$ cat src/rtl/fix_ascii_streamer.sv
// Streams one sign-magnitude fixed-point sample as ASCII: ['-'] digits '.' f3 f2 f1 f0 '\n'.
// Integer part goes through a serial double-dabble; fraction digits come from an external lookup.
module fix_ascii_streamer #(
    parameter int INT_W = 8,
    parameter int NDIG  = 3
) (
    input  logic             clk,
    input  logic             rst,
    input  logic             s_valid,
    output logic             s_ready,
    input  logic             s_sign,
    input  logic [INT_W-1:0] s_int,
    input  logic [3:0]       s_frac,
    output logic [3:0]       frac_sel,
    input  logic [31:0]      frac_ascii,
    output logic             m_valid,
    input  logic             m_ready,
    output logic [7:0]       m_data,
    output logic             m_last
);
    localparam int BCD_W = 4 * NDIG;
    localparam int IDX_W = (NDIG > 4) ? $clog2(NDIG) : 2;
    localparam int CNT_W = $clog2(INT_W + 1);

    typedef enum logic [2:0] {S_IDLE, S_CONV, S_SIGN, S_INT, S_DOT, S_FRAC, S_EOL} state_t;

    state_t             state_q, state_d;
    logic [IDX_W-1:0]   idx_q, idx_d;
    logic [CNT_W-1:0]   cnt_q, cnt_d;
    logic [INT_W-1:0]   bin_q, bin_d, bin_step;
    logic [BCD_W-1:0]   bcd_q, bcd_d, bcd_step, bcd_adj;
    logic               sign_q, sign_d;
    logic [31:0]        fbuf_q, fbuf_d;
    logic [3:0]         frac_sel_d;
    logic               m_valid_d, m_last_d;
    logic [7:0]         m_data_d;
    state_t             nst;
    logic [IDX_W-1:0]   nix;

    // Index of the most significant non-zero digit; 0 keeps the units digit for a zero value.
    function automatic logic [IDX_W-1:0] lead_digit(input logic [BCD_W-1:0] b);
        lead_digit = '0;
        for (int i = 0; i < NDIG; i++)
            if (b[4*i +: 4] != 4'd0) lead_digit = IDX_W'(i);
    endfunction

    function automatic logic [7:0] byte_of(input state_t st, input logic [IDX_W-1:0] ix,
                                           input logic [BCD_W-1:0] b, input logic [31:0] fb);
        byte_of = 8'h00;
        case (st)
            S_SIGN: byte_of = 8'h2D;
            S_INT:  for (int i = 0; i < NDIG; i++)
                        if (ix == IDX_W'(i)) byte_of = {4'h3, b[4*i +: 4]};
            S_DOT:  byte_of = 8'h2E;
            S_FRAC: for (int i = 0; i < 4; i++)
                        if (ix == IDX_W'(i)) byte_of = fb[8*i +: 8];
            S_EOL:  byte_of = 8'h0A;
            default: byte_of = 8'h00;
        endcase
    endfunction

    // One double-dabble step: add 3 to digits >= 5, then shift the next binary bit in.
    always_comb begin
        bcd_adj = bcd_q;
        for (int i = 0; i < NDIG; i++)
            if (bcd_q[4*i +: 4] >= 4'd5) bcd_adj[4*i +: 4] = bcd_q[4*i +: 4] + 4'd3;
        {bcd_step, bin_step} = {bcd_adj, bin_q} << 1;
    end

    assign s_ready = (state_q == S_IDLE);

    // Successor byte position after a handshake in the current emission state.
    always_comb begin
        nst = state_q;
        nix = idx_q;
        case (state_q)
            S_SIGN: nst = S_INT;
            S_INT:  if (idx_q == '0) nst = S_DOT; else nix = idx_q - 1'b1;
            S_DOT:  begin nst = S_FRAC; nix = IDX_W'(3); end
            S_FRAC: if (idx_q == '0) nst = S_EOL; else nix = idx_q - 1'b1;
            S_EOL:  nst = S_IDLE;
            default: nst = state_q;
        endcase
    end

    always_comb begin
        state_d    = state_q;
        idx_d      = idx_q;
        cnt_d      = cnt_q;
        bin_d      = bin_q;
        bcd_d      = bcd_q;
        sign_d     = sign_q;
        fbuf_d     = fbuf_q;
        frac_sel_d = frac_sel;
        m_valid_d  = m_valid;
        m_data_d   = m_data;
        m_last_d   = m_last;
        case (state_q)
            S_IDLE: if (s_valid) begin
                sign_d     = s_sign;
                bin_d      = s_int;
                bcd_d      = '0;
                cnt_d      = '0;
                frac_sel_d = s_frac;
                state_d    = S_CONV;
            end
            S_CONV: begin
                bin_d = bin_step;
                bcd_d = bcd_step;
                cnt_d = cnt_q + 1'b1;
                if (cnt_q == CNT_W'(INT_W - 1)) begin
                    fbuf_d  = frac_ascii;
                    idx_d   = lead_digit(bcd_step);
                    state_d = sign_q ? S_SIGN : S_INT;
                end
            end
            default: begin
                // First byte is loaded the cycle after conversion; later bytes load on the handshake.
                if (!m_valid) begin
                    m_valid_d = 1'b1;
                    m_data_d  = byte_of(state_q, idx_q, bcd_q, fbuf_q);
                    m_last_d  = (state_q == S_EOL);
                end else if (m_ready) begin
                    state_d = nst;
                    idx_d   = nix;
                    if (state_q == S_EOL) begin
                        m_valid_d = 1'b0;
                        m_last_d  = 1'b0;
                    end else begin
                        m_data_d = byte_of(nst, nix, bcd_q, fbuf_q);
                        m_last_d = (nst == S_EOL);
                    end
                end
            end
        endcase
    end

    always_ff @(posedge clk or posedge rst) begin
        if (rst) begin
            state_q  <= S_IDLE;
            idx_q    <= '0;
            cnt_q    <= '0;
            bin_q    <= '0;
            bcd_q    <= '0;
            sign_q   <= 1'b0;
            fbuf_q   <= '0;
            frac_sel <= 4'h0;
            m_valid  <= 1'b0;
            m_data   <= 8'h00;
            m_last   <= 1'b0;
        end else begin
            state_q  <= state_d;
            idx_q    <= idx_d;
            cnt_q    <= cnt_d;
            bin_q    <= bin_d;
            bcd_q    <= bcd_d;
            sign_q   <= sign_d;
            fbuf_q   <= fbuf_d;
            frac_sel <= frac_sel_d;
            m_valid  <= m_valid_d;
            m_data   <= m_data_d;
            m_last   <= m_last_d;
        end
    end
endmodule

$ cat config.mk
export PLATFORM = sky130hd
export DESIGN_NAME = fix_ascii_streamer
export DESIGN_NICKNAME = d
export VERILOG_FILES = /design/src/rtl/fix_ascii_streamer.sv
export SDC_FILE = /design/constraint.sdc
export NUM_CORES = 1
export LEC_CHECK = 0
export CORE_AREA = 5 5 122 101
export CTS_CLUSTER_DIAMETER = 30
export DETAILED_ROUTE_END_ITERATION = 6
export DIE_AREA = 0 0 127 106
export GPL_TIMING_DRIVEN = 0
export PLACE_DENSITY = 0.79
export SYNTH_ARGS = -nofsm -noshare
export SYNTH_HDL_FRONTEND = slang
export SYNTH_SLANG_ARGS = --single-unit
$ cat constraint.sdc
create_clock -name clk -period 2.4 [get_ports clk]
set_clock_uncertainty 0.2 [all_clocks]
set_input_delay 0.24 -clock clk [delete_from_list [all_inputs] [get_ports clk]]
set_output_delay 0.24 -clock clk [all_outputs]
set_load 0.02 [all_outputs]
======== Yosys cells after proc, flatten, opt, wreduce, memory -nomap -nowiden ========
Index checks and enable logic that the tools add are counted.
storage, ports and cells
  register bits ........................... 76
  input bits .............................. 49
  output and inout port bits .............. 15
  word-level logic and storage cells ...... 113
operators by class
  add/sub/neg operators ................... 5
  $lt $le $gt $ge ......................... 3
  equal/unequal tests ..................... 22
  mux-type cells .......................... 51
  bitwise operators ....................... 2
  reductions and logical operators ........ 19
operator list
  cell                   number
  $mux W8                16
  $pmux W8 S5            2
  $pmux W12 S2           1
  $mux W3                7
  $eq A3 B3 Y1 const B   6
  $pmux W8 S2            1
  $pmux W3 S5            1
  $eq A3 B2 Y1 const B   4
  $ge A4 B3 Y1 const B   3
  $mux W12               1
  $mux W4                3
  $mux W6                2
  $mux W2                5
  $add A4 B2 Y4 const B  2
  $eq A2 B2 Y1 const B   4
  $mux W1                8
  $pmux W2 S2            2
  $pmux W4 S2            1
  $reduce_and A2 Y1      4
  $reduce_and A4 Y1      2
  $reduce_bool A4 Y1     2
  $ne A2 B2 Y1 const B   3
  $pmux W3 S2            1
  $reduce_bool A2 Y1     3
  other kinds (13)       18

======== Longest topological paths before layout ========
Gate-level depths: netlist of run 1.
  depth in word-level cells ............... 12
  mapped depth ............................ 11
  gate-level depth less buffers ........... 7

======== Worst setup path before layout of run 1 ========
No wires, ideal clock.
  kind .................................... register to register
  start point ............................. reg state_q[1]
  end point ............................... reg m_data[3]
  setup time .............................. 0.087 ns
  arrival ................................. 2.327 ns
  data required time ...................... 2.113 ns
  setup slack ............................. -0.214 ns
  stages on the path, launching flop included .. 12
  path buffers ............................ 4
  clock period less this slack ............ 2.614 ns
  path through ............................ dfrtp_1 > buf_6 > buf_6 > buf_2 > inv_1 > ha_1 > clkbuf_1 > nand4b_1 > nor3_1 > o311ai_0 > a211o_1 > o211ai_1
between the ends
  cells in the longest elaborated chain, start to end .. 12
  elaborated cells between the ends (all ways) .. 37
  classes of those cells .................. 15 x eq/ne; 16 x mux; 1 x bitwise; 5 x reduce/logical
ends and longest elaborated chain
  element                                       RTL line  source
  start: declaration                            27        state_t state_q, state_d;
  start signal: assignment                      152       state_q <= state_d;
  $eq A3 B3 Y1 or $eq A3 B2 Y1 (tied branches)  50, 76
  $reduce_or A2 Y1 (no source line)             --
  $pmux W2 S2                                   76        case (state_q)
  $logic_not A2 Y1                              53, 56
  $mux W8 (4 in series)                         56        if (ix == IDX_W'(i)) byte_of = fb[8*i +: 8];
  $pmux W8 S5                                   50        case (st)
  $mux W8                                       126       if (state_q == S_EOL) begin
  $mux W8                                       123       end else if (m_ready) begin
  $mux W8                                       119       if (!m_valid) begin
  end signal: assignment                        161       m_data <= m_data_d;
  end: declaration                              18        output logic [7:0] m_data,
Parallel ways exist; a longest one is shown, timed or not. The select of a mux whose other input is x is not followed.
A chain may end at the register's enable or synchronous reset.

======== Worst setup path after layout of run 1 ========
  start point ............................. reg state_q[2]
  end point ............................... reg fbuf_q[20]
between the ends
  cells in the longest elaborated chain, start to end .. 2
ends and longest elaborated chain
  element                             RTL line  source
  $eq A3 B1 Y1                        98        case (state_q)
  $reduce_and A2 Y1 (no source line)  --
  end signal: assignment              158       fbuf_q <= fbuf_d;
  end: declaration                    33        logic [31:0] fbuf_q, fbuf_d;
Every way passes these cells.

==> results of run 1 <==
## logic make-up after synthesis
kind of cell,Yosys count,share of synthesized area (%)
adder cells (fa/ha/maj),9,2.286
AND/OR/NAND/NOR,129,14.70
buffers and inverters,56,5.740
AO/OA/AOI/OAI,156,22.34
flip-flops,76,39.48
multiplexers,57,14.55
XOR/XNOR,5,0.9093
## worst min-delay path by stage
stage	slack, ns	depth (start not counted)	to	from
after floorplan	0.16	2	fbuf_q[11]	frac_ascii[11]
after global placement	0.26	2	bin_q[3]	bin_q[2]
after detailed placement	0.27	2	bin_q[3]	bin_q[2]
after CTS	0.25	3	fbuf_q[9]	frac_ascii[9]
after global routing	0.29	3	fbuf_q[11]	frac_ascii[11]
final	0.26	3	fbuf_q[9]	frac_ascii[9]
## flip-flops by register name, indices dropped and copies added, names as in the netlist
| name | flops |
|---|---|
| bcd_q | 12 |
| bin_q | 8 |
| cnt_q | 4 |
| fbuf_q | 32 |
| frac_sel | 4 |
| idx_q | 2 |
| m_data | 8 |
| m_last | 1 |
| m_valid | 1 |
| sign_q | 1 |
| state_q | 3 |
## Yosys cell counts (all sizes together) (6+ instances only)
library cell and instances:
a211oi 6, a21oi 29, a22o 6, buf 24
clkbuf 11, dfrtp 76, ha 8, inv 21
mux2 34, mux2i 16, mux4 7, nand2 35
nand2b 11, nand3 8, nor2 23, nor2b 6
nor3 13, o2111ai 7, o21ai 50
## critical path, stage by stage (launching register included)
cell and delay, ns:
dfrtp_1 0.38, buf_6 0.13, buf_12 0.13, nor3b_4 0.32, and4b_1 0.24, buf_4 0.23
buf_4 0.25, mux2_2 0.36
## power breakdown
group | switching, W | total, W | leakage [nW] | internal (W)
logic | 0.00271 | 0.00464 | 1.49 | 0.00192
clock network | 0.000584 | 0.00153 | 0.157 | 0.000950
registers | 0.000412 | 0.00214 | 0.988 | 0.00173
## metrics by stage
step                      power (W)  utilization [%]
after detailed placement   0.006344            51.24
after floorplan            0.004930                -
after global placement     0.006264            50.97
final                      0.008311            55.92
after CTS                  0.008007            54.83
after global routing       0.008775            55.92
## metal layers
metal	share of wire, %	up-vias
met1	44	2156
met2	43	222
met4	2.1	0
li1	-	1995
met3	10	30
met5	0	-
## repair_timing
action	4_1_cts	5_1_grt
hold buffers	1	0
pin swaps	2	4
setup buffers	4	9
endpoints found under the setup margin	9	31
hold endpoints to repair	7	0
cloned	0	0
resized for setup	13	21
## final cells by class
class | instances | share of cell area (%)
Inverter | 21 | 1.428
Multi-Input combinational cell | 356 | 43.39
Sequential cell | 76 | 30.62
Clock inverter | 6 | 1.529
Timing Repair Buffer | 78 | 12.49
Clock buffer | 10 | 3.842
Buffer | 33 | 3.722
Tap cell | 148 | 2.977
==> results by group, run 1 <==
Run status
  • Run status: finished, final reports clean

Worst setup path
  • CP endpoint: fbuf_q[20]
  • Max Fanout on Critical Path: 10
  • Register-to-register setup slack: ~0.043 ns
  • Worst endpoint required time: around 2.4 ns
  • Sort of element at the start of the critical path: flop
  • RR Startpoint: state_q[2]
  • Worst setup path class: reg2reg
  • Critical Path Sink Type: flop
  • Source of the critical timing path: state_q[2]
  • Reg2Reg Depth: 7
  • Worst path arrival time: 2.39 ns
  • FF-to-FF End: fbuf_q[20]

Floorplan
  • Ports: 64
  • Number of placement rows: 35
  • Floorplan die height: between 100 and 150 um
  • Die Outline Area: between 10000 and 15000 um^2
  • Starting Density: ~43%
  • Core outline area: 11120 um^2
  • Die W: ~130 um

Drt
  • Final routed wirelength across all metal layers: around 16000 um
  • 1st-pass router iterations: 5
  • Total via count after detailed routing: 4403
  • First DRT Iteration DRCs: ~390
  • DRC Markers: 0
  • Final routed wire length divided by cell count: 22.27 um
  • Via density per instance: between 6 and 7
  • Final ANT Viol Nets: 0

Yosys
  • Most instantiated flip-flop cell in the synthesis netlist: dfrtp_1
  • Post-Syn Nets: between 500 and 600
  • Share of Yosys cell area claimed by the top area cell type: about 40%
  • Library cell occupying the most area in the post-synthesis netlist: dfrtp_1
  • Number of synthesis warnings: 0
  • Post-Synthesis Cells: just under 500
  • Flops & latches, synth: 76
  • Number of distinct library cells after synthesis: between 70 and 80
  • Mean area per synthesized cell: just under 10 um^2
  • Number of enable flip-flop cells after synthesis: 0
  • Post-synthesis async set-or-reset flop share: 100.0%
  • Portion of the post-synthesis area used by sequential elements: 39.48%
  • Synth Cell Area: about 4800 um^2
  • Dominant cells by area after synthesis: dfrtp_1 39%, mux2_2 7.9%, o21ai_0 4.8%

Hold path
  • Type of the worst min-delay path: in2reg

Global route
  • GRT met1 Usage: around a third
  • All-Layer GR Usage: around 24%
  • Vias in the first global route: between 4000 and 5000
  • Global-route wire length before repair: roughly 25000 um
  • GRT busiest layer: met2
  • Maximum number of pins on one net before global-route repair: 70
  • Initial antenna violation count: 0
  • GRT Residual Overflow: 0
  • Met2 Resource Use GR: 34.48%
  • GRT met3 Usage: under 10%

Clock tree
  • Clock transition at the registers of the reported paths: approximately 0.060 ns
  • Sink count of the clock tree: 76
  • Worst-skew pair later-pin latency: 0.34 ns
  • Clock tree from TritonCTS: yes
  • Total CTS buffers: 9
  • H-tree levels: 3
  • Clock root cell: clkbuf_16
  • Max clock buf depth: 2

STA
  • Final setup TNS: 0 ns
  • Maximum operating frequency: ~420 MHz
  • Final count of pins violating max slew: 0
  • Final min period: approximately 2.4 ns
  • Worst slew pin tran: between 0.8 and 0.9 ns
  • Final setup margin: 0.04339 ns
  • Share of the cycle needed by the critical path after routing: a little over nine tenths
  • Final hold slack: around 0.26 ns
  • Tightest slew margin relative to the limit: around 44%
  • Endpoints failing hold: 0
  • Total setup violations reported at the end of the flow: 0

Cells and area
  • NumNets Final: roughly 630
  • Total area of sequential cells: 1904 um^2
  • Synth-to-layout area growth: 29.12%
  • Filler cells: between 900 and 1000
  • Total non-filler cell area in the finished layout: approximately 6200 um^2
  • Inserted Diodes: 0
  • Area of the multi-input gates: between 2000 and 3000 um^2
  • Leading cell type in the layout, fill and taps excluded: dfrtp_1
  • Fin cells: 728
  • Leading cell types in the layout, fill and taps excluded: 74 x dfrtp_1, 62 x clkdlybuf4s50_1, 43 x o21ai_0
  • Share of cells above drive strength 1: 22.59%

Place
  • Number of buffers added on ports: between 60 and 70
  • Placed instance area: about 5700 um^2
  • Gp weighted congestion: approximately 0.96
  • Dpl ws: -0.6938 ns
  • Post-DP HPWL: between 10000 and 15000 um
  • Placed cell count: 700

Job
  • Max Cap Violations: 0

Pwr
  • Pwr dens: approximately 1300 nW/um^2
  • Max VDD drop: slightly above 0.6 mV
  • Leak: ~2.6 nW
(Power assumes the default switching activity.)
==> run 2, diff against run 1 <==
--- a/config.mk
+++ b/config.mk
@@ -10,7 +10,7 @@
 export DETAILED_ROUTE_END_ITERATION = 6
 export DIE_AREA = 0 0 127 106
 export GPL_TIMING_DRIVEN = 0
-export PLACE_DENSITY = 0.79
+export PLACE_DENSITY = 0.73
 export SYNTH_ARGS = -nofsm -noshare
 export SYNTH_HDL_FRONTEND = slang
 export SYNTH_SLANG_ARGS = --single-unit
==> run 2 against run 1 <==
Net effect:
- the run now ends with negative setup slack left
- sequential power about the same
- design area is 0.95% lower
- sequential share of layout area grew 0.27 points
- global-route usage is 0.77 points lower
- combinational power down 2%
- register-to-register slack worse by 0.05 ns
- critical path depth is 1 lower
- die area did not move
- critical path type unchanged
- highest routed layer unchanged
==> results by group, run 2 (synthesis results as in run 1) <==
Run status
  • Run status: complete, but fails checks
  • Failing checks: negative setup slack

Drt
  • First DRT Iteration DRCs: around 510
  • DRC Markers: 0
  • Total via count after detailed routing: 4385
  • Final routed wirelength across all metal layers: around 16000 um
  • 1st-pass router iterations: 5
  • Final ANT Viol Nets: 0
  • Via density per instance: around 6
  • Final routed wire length divided by cell count: ~21 um

Cells and area
  • Max FFs per register: 32
  • Inserted Diodes: 0
  • Largest registers: fbuf_q: 32 flops, bcd_q: 12 flops
  • Most flops, register: fbuf_q
  • NumNets Final: about 630
  • Leading cell type in the layout, fill and taps excluded: dfrtp_1
  • Leading cell types in the layout, fill and taps excluded: 75 x dfrtp_1, 62 x clkdlybuf4s50_1, 44 x o21ai_0
  • Total non-filler cell area in the finished layout: about 6000 um^2
  • Fin util: between 50% and 60%
  • Synth-to-layout area growth: 27.90%
  • Share of cells above drive strength 1: between 20 and 25%

Worst setup path
  • Cell occurring most often along the worst timing path: o21ai_1
  • FF-to-FF End: m_data[1]
  • Worst path arrival time: between 2 and 2.5 ns
  • RR Startpoint: idx_q[1]
  • CP endpoint: m_data[1]
  • Worst-path cell chain: buf_4, nor4bb_1, o21ai_1, o21ai_1, a211o_1, o211ai_1
  • Register-to-register setup slack: -0.003 ns
  • Slowest cell delay on critical path: ~0.50 ns
  • Worst setup path class: reg2reg
  • Slowest cell on the critical path: dfrtp_1
  • Worst endpoint required time: ~2.4 ns
  • Sort of element at the start of the critical path: flop
  • Source of the critical timing path: idx_q[1]
  • Max Fanout on Critical Path: 10
  • Critical Path Sink Type: flop
  • Reg2Reg Depth: 6

Floorplan
  • Floorplan die height: between 100 and 150 um
  • Die Outline Area: between 10000 and 15000 um^2
  • Die W: 127 um
  • Ports: 64
  • Number of placement rows: 35
  • Starting Density: between 40 and 50%
  • Core outline area: 11120 um^2

Hold path
  • Type of the worst min-delay path: in2async

Place
  • Gp weighted congestion: around 0.98
  • Placed instance area: around 5700 um^2
  • Number of buffers added on ports: 63
  • Post-DP HPWL: roughly 11000 um

Clock tree
  • Total CTS buffers: 9
  • Max clock buf depth: 2
  • Sink count of the clock tree: 76
  • Clock transition at the registers of the reported paths: around 0.07 ns
  • Clock tree from TritonCTS: yes
  • Worst-skew pair later-pin latency: 0.34 ns
  • Clock root cell: clkbuf_16
  • H-tree levels: 3

STA
  • Worst slew pin tran: ~0.84 ns
  • Final setup TNS: -0.002629 ns
  • Final setup margin: -0.002629 ns
  • Total setup violations reported at the end of the flow: 1
  • Maximum operating frequency: 416.2 MHz
  • Final min period: about 2.4 ns
  • Final hold slack: 0.08985 ns
  • Share of the cycle needed by the critical path after routing: 100.1%
  • Endpoints failing hold: 0
  • Final count of pins violating max slew: 0
  • Unrepaired setup endpoints after global routing: yes
  • Tightest slew margin relative to the limit: 43.98%

Pwr
  • Power spent charging and discharging nets: between 0.003 and 0.004 W
  • Clock share of power: between 10% and 20%
  • Design internal power: between 0.004 and 0.005 W
  • Leak: 2.624 nW
  • Max VDD drop: between 0.7 and 0.8 mV
  • Switching Share: between 40 and 50%
  • Pwr dens: between 1000 and 1500 nW/um^2
  • Part of the total power dissipated in combinational logic: roughly 56%
  • Sequential power share: 26.5%

Global route
  • Initial antenna violation count: 0
  • All-Layer GR Usage: 23.52%
  • Vias in the first global route: between 4000 and 5000
  • Maximum number of pins on one net before global-route repair: 40
  • Global-route wire length before repair: 24420 um
  • GRT Residual Overflow: 0

Job
  • Max Cap Violations: 0
[run 2: cell count changes in the layout (fill, tap and decap cells not counted), sizes merged]
cell / previous run / this run
clkinvlp: 2 / 1
clkinv: 0 / 2
clkbuf: 24 / 23
bufinv: 2 / 1
dlygate4sd3: 1 / 0
buf: 34 / 37
[run 2: timing repair]
item                       4_1_cts  5_1_grt
hold endpoints to repair         0        0
setup endpoints to repair       24        8
pin swaps                        4        7
resized for setup               15       14
buffers inserted                 8        7
hold buffers                     0        0
[run 2: critical path: cells and delay by family (launching register included)]
kind,cells,cell delay (ns)
buffers and inverters,1,0.27
and+or+nand+nor,1,0.49
DFF,1,0.50
AOI/OAI and AO/OA,4,0.80
[run 2: power by group through the flow]
| stage | Combinational, W | Clock [W] | Sequential [W] |
|---|---|---|---|
| global route | 0.00485 | 0.00147 | 0.00220 |
| floorplan | 0.00282 | 0 | 0.00211 |
| finish | 0.00455 | 0.00139 | 0.00213 |
| global placement | 0.00408 | 0 | 0.00212 |
| CTS | 0.00432 | 0.00141 | 0.00212 |
| detailed placement | 0.00413 | 0 | 0.00215 |
[run 2: worst min-delay path by stage]
stage                               from  depth (start not counted)          to
final                                rst                          2   m_data[0]
after global routing                 rst                          2   m_data[0]
after CTS                            rst                          2   m_data[0]
after detailed placement        bin_q[2]                          2    bin_q[3]
after global placement          bin_q[3]                          2    bin_q[4]
after floorplan           frac_ascii[11]                          2  fbuf_q[11]
[run 2: routing by layer]
layer | vias up | share of wire, % | GRT usage (%)
met1 | 2161 | 46 | 35.67
met5 | - | 0 | 0
met2 | 205 | 43 | 33.04
met3 | 25 | 9.0 | 5.776
li1 | 1994 | - | -
met4 | 0 | 1.8 | 6.662
[run 2: per-stage QoR]
step	cells	setup WS [ns]	total power [W]
floorplan	488	-0.02801	0.004930
global placement	699	-1.216	0.006202
detailed placement	700	-0.6720	0.006270
CTS	723	-0.002419	0.007854
global route	729	-0.05529	0.008512
finish	729	-0.002629	0.008070
[run 2: layout make-up]
cell class	instances	area, um^2
well taps	148	185.2
flip-flops and latches	76	1903
clock inverters	6	72.57
clock buffers	10	229.0
multi-input cells	356	2694
repair buffers	79	762.0
inverters	21	91.34
plain buffers	33	224.0
fillers	1000	4962
==> run 3, diff against run 2 <==
--- a/config.mk
+++ b/config.mk
@@ -6,6 +6,7 @@
 export NUM_CORES = 1
 export LEC_CHECK = 0
 export CORE_AREA = 5 5 122 101
+export CTS_BUF_LIST = sky130_fd_sc_hd__clkbuf_8
 export CTS_CLUSTER_DIAMETER = 30
 export DETAILED_ROUTE_END_ITERATION = 6
 export DIE_AREA = 0 0 127 106
==> run 3 against run 2 <==
Net effect:
- die area did not move
- largest cell class unchanged
- design area decreased by 0.10%
- the run still ends with negative setup slack left
- non-clock buffer count increased by 6
- combinational power up 3%
- clock power fell by 27%
- power down 2.7%
- final cell count up 0.82%
- wire length grew 1.0%
- critical path type unchanged
- highest routed layer unchanged
- global-route usage about the same
==> results by group, run 3 (synthesis results as in run 1) <==
Global route
  • GRT Residual Overflow: 0
  • Maximum number of pins on one net before global-route repair: 40
  • GRT met1 Usage: 36.18%
  • Initial antenna violation count: 0
  • Vias in the first global route: 4200
  • All-Layer GR Usage: a little under a quarter
  • Global-route wire length before repair: 24340 um
  • GRT busiest layer: met1
  • Met2 Resource Use GR: about 33%
  • GRT met3 Usage: between 6 and 7%

Hold path
  • Type of the worst min-delay path: in2async

STA
  • Final min period: about 2.4 ns
  • Total setup violations reported at the end of the flow: 1
  • Final setup TNS: -0.02277 ns
  • Unrepaired setup endpoints after global routing: yes
  • Maximum operating frequency: slightly above 400 MHz
  • Final count of pins violating max slew: 0
  • Final setup margin: -0.02277 ns
  • Share of the cycle needed by the critical path after routing: 100.9%
  • Worst slew pin tran: roughly 0.94 ns
  • Endpoints failing hold: 0
  • Tightest slew margin relative to the limit: a little under two fifths

Clock tree
  • Clock tree from TritonCTS: yes
  • Sink count of the clock tree: 76
  • Clock transition at the registers of the reported paths: 0.08 ns
  • Max clock buf depth: 2
  • Worst-skew pair later-pin latency: between 0.3 and 0.4 ns
  • Clock root cell: clkbuf_8
  • H-tree levels: 3
  • Total CTS buffers: 9

Cells and area
  • Area of the multi-input gates: 2741 um^2
  • Total non-filler cell area in the finished layout: 6155 um^2
  • Most flops, register: fbuf_q
  • Share of cells above drive strength 1: 24.02%
  • Inserted Diodes: 0
  • Fin util: approximately 55%
  • Largest registers: fbuf_q: 32 flops, bcd_q: 12 flops
  • Filler cells: roughly 1000
  • Total area of sequential cells: 1903 um^2
  • Leading cell type in the layout, fill and taps excluded: dfrtp_1
  • NumNets Final: ~640
  • Synth-to-layout area growth: 27.77%
  • Max FFs per register: 32
  • Leading cell types in the layout, fill and taps excluded: 75 x dfrtp_1, 62 x clkdlybuf4s50_1, 43 x o21ai_0

Floorplan
  • Die Outline Area: 13460 um^2
  • Die W: roughly 130 um
  • Core outline area: around 11000 um^2
  • Floorplan die height: 106 um
  • Ports: 64
  • Number of placement rows: 35
  • Starting Density: a little over two fifths

Drt
  • Final routed wirelength across all metal layers: ~16000 um
  • Final ANT Viol Nets: 0
  • 1st-pass router iterations: 5
  • Via density per instance: between 6 and 7
  • First DRT Iteration DRCs: roughly 460
  • Final routed wire length divided by cell count: 21.32 um
  • DRC Markers: 0
  • Total via count after detailed routing: 4415

Worst setup path
  • Sort of element at the start of the critical path: flop
  • Max Fanout on Critical Path: 7
  • Worst setup path class: reg2reg
  • Worst path arrival time: approximately 2.5 ns
  • Worst endpoint required time: approximately 2.5 ns
  • Critical Path Sink Type: flop

Place
  • Dpl ws: -0.6720 ns
  • Number of buffers added on ports: between 60 and 70
  • Placed instance area: 5692 um^2
  • Gp weighted congestion: 0.9813
  • Post-DP HPWL: 11450 um

Run status
  • Run status: complete, but fails checks
  • Failing checks: negative setup slack

Pwr
  • Leak: between 2 and 3 nW
  • Pwr dens: 1275 nW/um^2
  • Max VDD drop: just under 0.6 mV
  • Sum of internal, switching and leakage power: about 0.008 W

Job
  • Max Cap Violations: 0
## run 3: changes by cell type in the layout (fill, tap and decap cells not counted), sizes merged
| cell | before | now |
|---|---|---|
| buf | 37 | 44 |
| inv | 23 | 24 |
| clkbuf | 23 | 21 |
## run 3: power by group
group | internal, W | switching (W) | leakage (nW)
Combinational | 0.00198 | 0.00271 | 1.52
Clock | 0.000487 | 0.000534 | 0.102
Sequential | 0.00172 | 0.000409 | 0.989
Total | 0.00419 | 0.00365 | 2.61
## run 3: routing by layer
layer | vias up | share of wire [%]
li1 | 2009 | -
met1 | 2196 | 47
met2 | 188 | 43
met3 | 22 | 8.6
met4 | 0 | 1.4
met5 | - | 0
## run 3: per-stage QoR
stage | instances | hold WS (ns)
after floorplan | 488 | 0.1568
after global placement | 699 | 0.2594
after detailed placement | 700 | 0.2689
after CTS | 724 | 0.05988
after global routing | 735 | 0.09023
final | 735 | 0.04772
## run 3: layout make-up
| cell class | instances | share of cell area (%) |
|---|---|---|
| Buffer | 33 | 3.639 |
| Clock buffer | 9 | 2.013 |
| Clock inverter | 7 | 1.240 |
| Inverter | 21 | 1.525 |
| Multi-Input combinational cell | 356 | 44.54 |
| Sequential cell | 76 | 30.92 |
| Tap cell | 148 | 3.009 |
| Timing Repair Buffer | 85 | 13.11 |
## run 3: final timing paths
path	end	depth (start not counted)	slack (ns)	startpoint
worst max-delay path	m_data[1]	10	-0.02	state_q[1]
worst min-delay path	fbuf_q[5]	2	0.05	rst
worst max register to register	m_data[1]	10	-0.02	state_q[1]
worst min register to register	bin_q[3]	2	0.28	bin_q[2]
max in group asynchronous	state_q[1]	3	1.36	rst
min in group clk	fbuf_q[11]	3	0.22	frac_ascii[11]
## run 3: what timing repair did
action | CTS | global route
endpoints found under the setup margin | 23 | 8
gates resized for setup | 15 | 26
setup buffers | 9 | 12
pin swaps | 3 | 9
hold buffers | 0 | 0
## run 3: critical path: stages, from the launching register on
cell      delay, ns
dfrtp_2        0.39
buf_8          0.13
buf_12         0.12
inv_8          0.03
ha_4           0.26
nand4b_1       0.13
buf_6          0.17
nor3_4         0.27
o311ai_2       0.15
a211o_1        0.37
o211ai_1       0.12
